### src/rtl/ysyx_23060236_rd_arbiter_pkg.sv
// Shared definitions for the AXI-lite read-channel arbiter: FSM state
// encodings and master index constants.
package ysyx_23060236_rd_arbiter_pkg;

  typedef enum logic [1:0] {
    ARB_IDLE = 2'd0,
    ARB_ADDR = 2'd1,
    ARB_DATA = 2'd2
  } arb_state_e;

  localparam logic ARB_M_IFU = 1'b0;
  localparam logic ARB_M_LSU = 1'b1;

  // Master 0 wins the first tie under round-robin, so the reset value of
  // the "most recently completed owner" points at master 1.
  localparam logic ARB_LAST_RESET = ARB_M_LSU;

endpackage

### src/rtl/ysyx_23060236_rd_arbiter_pick.sv
// Combinational 2-way request picker.
// Tie-break policy: YSYX_23060236_ARB_RR_EN defined -> round-robin against
// the last completed owner; undefined -> master 1 (LSU) always wins ties.
import ysyx_23060236_rd_arbiter_pkg::*;

module ysyx_23060236_arb_pick (
  input  logic [1:0] req,
  input  logic       last,
  output logic       sel
);

`ifndef YSYX_23060236_ARB_RR_EN
  // Fixed priority does not consult the history bit.
  logic unused_last_s;
  assign unused_last_s = last;
`endif

  // Single request picks that master; a tie is resolved by the policy.
  always_comb begin
    sel = ARB_M_IFU;
    case (req)
      2'b01:   sel = ARB_M_IFU;
      2'b10:   sel = ARB_M_LSU;
`ifdef YSYX_23060236_ARB_RR_EN
      2'b11:   sel = ~last;
`else
      2'b11:   sel = ARB_M_LSU;
`endif
      default: sel = ARB_M_IFU;
    endcase
  end

endmodule

### src/rtl/ysyx_23060236_rd_arbiter_reg.sv
// Generic write-enabled register with synchronous active-high reset.
module ysyx_23060236_Reg #(
  parameter int unsigned              WIDTH     = 1,
  parameter logic [WIDTH-1:0]         RESET_VAL = {WIDTH{1'b0}}
) (
  input  logic             clock,
  input  logic             reset,
  input  logic [WIDTH-1:0] din,
  input  logic             wen,
  output logic [WIDTH-1:0] dout
);

  // Hold value, load on write enable, return to RESET_VAL on reset.
  always_ff @(posedge clock) begin
    if (reset) begin
      dout <= RESET_VAL;
    end else if (wen) begin
      dout <= din;
    end else begin
      dout <= dout;
    end
  end

endmodule

### src/rtl/ysyx_23060236_rd_arbiter.sv
// Two-master / one-slave AXI-lite read arbiter (AR/R only). One whole read
// transaction is granted at a time and the response is routed back to the
// owner. Tie-break policy selected by YSYX_23060236_ARB_RR_EN.
import ysyx_23060236_rd_arbiter_pkg::*;

module ysyx_23060236_rd_arbiter #(
  parameter int ADDR_W = 32,
  parameter int DATA_W = 32
) (
  input  logic              clock,
  input  logic              reset,
  input  logic [ADDR_W-1:0] m0_araddr,
  input  logic              m0_arvalid,
  output logic              m0_arready,
  output logic [DATA_W-1:0] m0_rdata,
  output logic [1:0]        m0_rresp,
  output logic              m0_rvalid,
  input  logic              m0_rready,
  input  logic [ADDR_W-1:0] m1_araddr,
  input  logic              m1_arvalid,
  output logic              m1_arready,
  output logic [DATA_W-1:0] m1_rdata,
  output logic [1:0]        m1_rresp,
  output logic              m1_rvalid,
  input  logic              m1_rready,
  output logic [ADDR_W-1:0] s_araddr,
  output logic              s_arvalid,
  input  logic              s_arready,
  input  logic [DATA_W-1:0] s_rdata,
  input  logic [1:0]        s_rresp,
  input  logic              s_rvalid,
  output logic              s_rready
);

  logic [1:0]        state_bits_r;
  arb_state_e        state_r;
  arb_state_e        state_nxt_s;
  logic              owner_r;
  logic              owner_nxt_s;
  logic              owner_wen_s;
  logic              last_r;
  logic              last_nxt_s;
  logic              last_wen_s;
  logic [1:0]        req_s;
  logic              pick_sel_s;
  logic              own_arvalid_s;
  logic              own_rready_s;
  logic [ADDR_W-1:0] own_araddr_s;

  assign state_r       = arb_state_e'(state_bits_r);
  assign req_s         = {m1_arvalid, m0_arvalid};
  assign own_arvalid_s = (owner_r == ARB_M_LSU) ? m1_arvalid : m0_arvalid;
  assign own_rready_s  = (owner_r == ARB_M_LSU) ? m1_rready  : m0_rready;
  assign own_araddr_s  = (owner_r == ARB_M_LSU) ? m1_araddr  : m0_araddr;

  ysyx_23060236_arb_pick u_pick (
    .req  (req_s),
    .last (last_r),
    .sel  (pick_sel_s)
  );

  ysyx_23060236_Reg #(.WIDTH(2), .RESET_VAL(ARB_IDLE)) u_state_reg (
    .clock (clock), .reset (reset), .din (state_nxt_s), .wen (1'b1), .dout (state_bits_r)
  );

  ysyx_23060236_Reg #(.WIDTH(1), .RESET_VAL(ARB_M_IFU)) u_owner_reg (
    .clock (clock), .reset (reset), .din (owner_nxt_s), .wen (owner_wen_s), .dout (owner_r)
  );

  ysyx_23060236_Reg #(.WIDTH(1), .RESET_VAL(ARB_LAST_RESET)) u_last_reg (
    .clock (clock), .reset (reset), .din (last_nxt_s), .wen (last_wen_s), .dout (last_r)
  );

  // Next state: grant in IDLE, wait for AR handshake (or abandoned request)
  // in ADDR, wait for R handshake in DATA and record the finished owner.
  always_comb begin
    state_nxt_s = state_r;
    owner_nxt_s = owner_r;
    owner_wen_s = 1'b0;
    last_nxt_s  = last_r;
    last_wen_s  = 1'b0;
    case (state_r)
      ARB_IDLE: begin
        if (|req_s) begin
          state_nxt_s = ARB_ADDR;
          owner_nxt_s = pick_sel_s;
          owner_wen_s = 1'b1;
        end else begin
          state_nxt_s = ARB_IDLE;
        end
      end
      ARB_ADDR: begin
        if (own_arvalid_s && s_arready) begin
          state_nxt_s = ARB_DATA;
        end else if (!own_arvalid_s) begin
          state_nxt_s = ARB_IDLE;
        end else begin
          state_nxt_s = ARB_ADDR;
        end
      end
      ARB_DATA: begin
        if (s_rvalid && own_rready_s) begin
          state_nxt_s = ARB_IDLE;
          last_nxt_s  = owner_r;
          last_wen_s  = 1'b1;
        end else begin
          state_nxt_s = ARB_DATA;
        end
      end
      default: state_nxt_s = ARB_IDLE;
    endcase
  end

  // Handshake routing: only the owner ever sees arready/rvalid, and the
  // slave only sees the owner's request/ready in the matching phase.
  always_comb begin
    m0_arready = 1'b0;
    m1_arready = 1'b0;
    m0_rvalid  = 1'b0;
    m1_rvalid  = 1'b0;
    s_arvalid  = 1'b0;
    s_rready   = 1'b0;
    s_araddr   = {ADDR_W{1'b0}};
    case (state_r)
      ARB_ADDR: begin
        s_araddr  = own_araddr_s;
        s_arvalid = own_arvalid_s;
        if (owner_r == ARB_M_LSU) begin
          m1_arready = s_arready;
        end else begin
          m0_arready = s_arready;
        end
      end
      ARB_DATA: begin
        s_rready = own_rready_s;
        if (owner_r == ARB_M_LSU) begin
          m1_rvalid = s_rvalid;
        end else begin
          m0_rvalid = s_rvalid;
        end
      end
      default: s_arvalid = 1'b0;
    endcase
  end

  // Response payload is broadcast; rvalid alone qualifies it.
  assign m0_rdata = s_rdata;
  assign m1_rdata = s_rdata;
  assign m0_rresp = s_rresp;
  assign m1_rresp = s_rresp;

endmodule

### config.mk
export PLATFORM = sky130hd
export DESIGN_NAME = ysyx_23060236_rd_arbiter
export DESIGN_NICKNAME = d
export VERILOG_FILES = /design/src/rtl/ysyx_23060236_rd_arbiter_pkg.sv /design/src/rtl/ysyx_23060236_rd_arbiter_pick.sv /design/src/rtl/ysyx_23060236_rd_arbiter_reg.sv /design/src/rtl/ysyx_23060236_rd_arbiter.sv
export SDC_FILE = /design/constraint.sdc
export NUM_CORES = 1
export LEC_CHECK = 0
export BUFFER_PORTS_ARGS = -buffer_cell sky130_fd_sc_hd__buf_2
export CAP_MARGIN = 20
export CELL_PAD_IN_SITES_DETAIL_PLACEMENT = 1
export CELL_PAD_IN_SITES_GLOBAL_PLACEMENT = 1
export CORE_MARGIN = 2
export CORE_UTILIZATION = 17
export CTS_BUF_LIST = sky130_fd_sc_hd__clkbuf_8
export DETAILED_ROUTE_END_ITERATION = 7
export GPL_TIMING_DRIVEN = 0
export PLACE_DENSITY = 0.87
export SETUP_SLACK_MARGIN = 0.15
export SLEW_MARGIN = 20
export SYNTH_ARGS = -nofsm -noshare
export SYNTH_HDL_FRONTEND = slang
export SYNTH_SLANG_ARGS = --single-unit
### constraint.sdc
create_clock -name clock -period 1.7 [get_ports clock]
set_input_delay 0.34 -clock clock [delete_from_list [all_inputs] [get_ports clock]]
set_output_delay 0.34 -clock clock [all_outputs]
set_load 0.03 [all_outputs]
==> impl_metrics.toml <==
[power]
p_switching_uw = 668
p_sw_share_pct = 45.9
p_comb_share_pct = 80.4
max-vdd-ir-drop_uv = 185
seq_power_share_pct = 6.0
powerDensity_mw_per_mm2 = 507
clkPwrFrac_pct = 13.5
leakage_nw = 1.53
internal_power_uw = 786

[synth]
yosys.area_share.simple_pct = 16.4
synth_top_family_by_area = "buffers and inverters"
synthDominantCellAreaShare_pct = 40.9
muxShareOfSynthArea_pct = 27.3
synth_seq_cells = 3
ys_top_cells_by_area = "buf_4 (41%), mux2i_1 (27%), nor2_1 (11%)"
synth-adder-area-share_pct = 0
synth_xor_area_share_pct = 0
yosys.area.top_type = "buf_4"
syn_avg_cell_area_um2 = 7.48
yosysWarnings = 0
syn_area_mm2 = 0.00125
synth_cell_types = 19
syn_nets = 273
ys_seq_area_share_pct = 4.81
synth_compound_area_share_pct = 3.01
syn_inst = 167

[global_route]
grt_pass1_vias = 1933
grt_start_max_net_pins = 11
grt_pass1_wl_um = 9000
grt_usage_pct = 13.3
antenna_found_initial = 0
grt_overflow = 0

[critical_path]
cpPeakStageDelay_ns = 0.37
path_common_cell = "buf_12"
critPathBufInv = 3
crit_fanout = 6
arrival_ns = 1.33
cp_slowest_cell = "dfxtp_4"
cp-end-kind = "output pin"
cpLargestDelayFamily = "buffers and inverters"
cp.required_ns = 1.36
startpoint_type = "flop"
crit_type = "flop to output pin"
crit_chain = "buf_12 > buf_12 > mux2i_2 > nor2_2 > buf_6"

[timing]
fin_crit_ns = 1.67
timing.final.crit_share_pct = 98.0
hold_violations = 0
setup_viol = 0
slew_viol_final = 0
relSlewSlack_pct = 82.1
worst_clock_skew_ns = 0.00225
fmax_mhz = 600
tightest_slew_ns = 0.260
rsz0062_at_grt = "yes"

[cells_and_area]
finalNonFillerCells = 456
area_growth_pct = 130
drive_gt1_share_pct = 86.6
final-seq-area_um2 = 71.3
multi_input_area_um2 = 793
diodes = 0
final_cell_mix = "buf_2 (140), buf_4 (91), nor2_1 (21)"
finalNetCount = 464
final_common_cell = "buf_2"
fin_util_pct = 40.0
fill_cells = 898

[flow_run]
cap_violations = 0

[placement]
gpl.final_weighted_congestion = 0.789
portBuffers = 177
place_inst = 443
dp_hpwl_um = 4750

[floorplanning]
start_util_pct = 17.4
row_count = 31
fp.dieH_um = 89.7
die_x_um = 89.7
die_area_mm2 = 0.00805
core-area_mm2 = 0.00718
io_pins = 212

[clock_tree]
cts_root_buf = "clkbuf_8"
clkTransAtPathRegs_ns = 0.03
ctsHoldBuffers = 0
clkSinkCount = 3
clk_latency_ns = 0.21
cts_tree = "done"
cts_buffer_depth = 2
h-tree-depth = 1
cts_buffers = 3

[detailed_routing]
ant_nets = 0
dr.pass1.iters = 4
vias = 1801
wire_per_inst_um = 13.8
via_per_inst = 3.95
drc = 0
initialDrtViolationCount = 46
routed_wl_um = 6290

[outcome]
status = "completed"

[hold_path]
hp-class = "primary input to flop"
[cells by family (layout without fill, tap and decap cells)]
kind of cell | Yosys count | after routing
AO/OA/AOI/OAI | 5 | 5
multiplexers | 34 | 34
flip-flops | 3 | 3
buffers and inverters | 77 | 267
AND/OR/NAND/NOR | 48 | 48
[what timing repair did]
| action | in CTS | in global routing |
|---|---|---|
| setup buffers | 3 | 2 |
| gates cloned | 1 | 3 |
| pin swaps | 0 | 2 |
| gates resized for setup | 88 | 37 |
| setup endpoints to repair | 38 | 37 |
[flip-flops by register name, indices dropped and copies added, names as in the netlist]
| signal | flops |
|---|---|
| u_state_reg.dout | 2 |
| u_owner_reg.dout | 1 |
[Yosys cell counts]
master,instances
buf_4,68
nor2_1,37
mux2i_1,34
buf_2,4
buf_12,3
dfxtp_1,3
nand2_1,3
nor2b_1,3
and3_1,2
a21bo_2,1
a21oi_1,1
a21oi_2,1
buf_6,1
inv_1,1
nand2b_1,1
nand3b_1,1
nor3_2,1
o21ai_0,1
o22a_1,1
[final cells by class]
cell class,instances,share of cell area (%)
Timing Repair Buffer,186,41.6
Buffer,76,22.3
Multi-Input combinational cell,87,27.6
Clock inverter,1,0.131
Sequential cell,3,2.48
Tap cell,99,4.31
Clock buffer,3,1.44
Inverter,1,0.131
[worst paths after layout]
| kind | startpoint | end | slack [ns] | cells after the start |
|---|---|---|---|---|
| setup / recovery | u_owner_reg.dout | s_araddr[28] | 0.03 | 5 |
| hold / removal | reset | u_owner_reg.dout | 0.32 | 2 |
| setup reg to reg | u_owner_reg.dout | u_state_reg.dout[1] | 0.51 | 5 |
| hold reg to reg | u_state_reg.dout[1] | u_state_reg.dout[0] | 0.46 | 1 |
[per-stage QoR]
stage | hold slack [ns] | cell area [µm²] | power (mW) | worst slack [ns] | setup TNS [ns]
floorplan | 0.402 | 1250 | 0.730 | 0.183 | 0
CTS | 0.320 | 2640 | 1.36 | 0.0506 | 0
global placement | 0.485 | 2260 | 0.981 | 0.134 | 0
global route | 0.322 | 2870 | 1.54 | -0.0196 | -0.0337
finish | 0.324 | 2870 | 1.45 | 0.0347 | 0
detailed placement | 0.507 | 2260 | 0.994 | 0.127 | 0
[per-layer routing]
layer / track usage, % / part of all wire [%] / up-vias
met4: 4.36 / 2.6 / 0
li1: - / - / 852
met5: 0 / 0 / -
met2: 27.0 / 53 / 135
met1: 12.5 / 34 / 800
met3: 4.11 / 10 / 14
[power by group through the flow]
stage / clock network, mW / logic [mW] / registers, mW
global placement: 0 / 0.897 / 0.0845
detailed placement: 0 / 0.909 / 0.0856
CTS: 0.202 / 1.07 / 0.0856
floorplan: 0 / 0.646 / 0.0832
global route: 0.218 / 1.23 / 0.0892
finish: 0.197 / 1.17 / 0.0874
No activity file was read; power rests on OpenSTA's default activity.
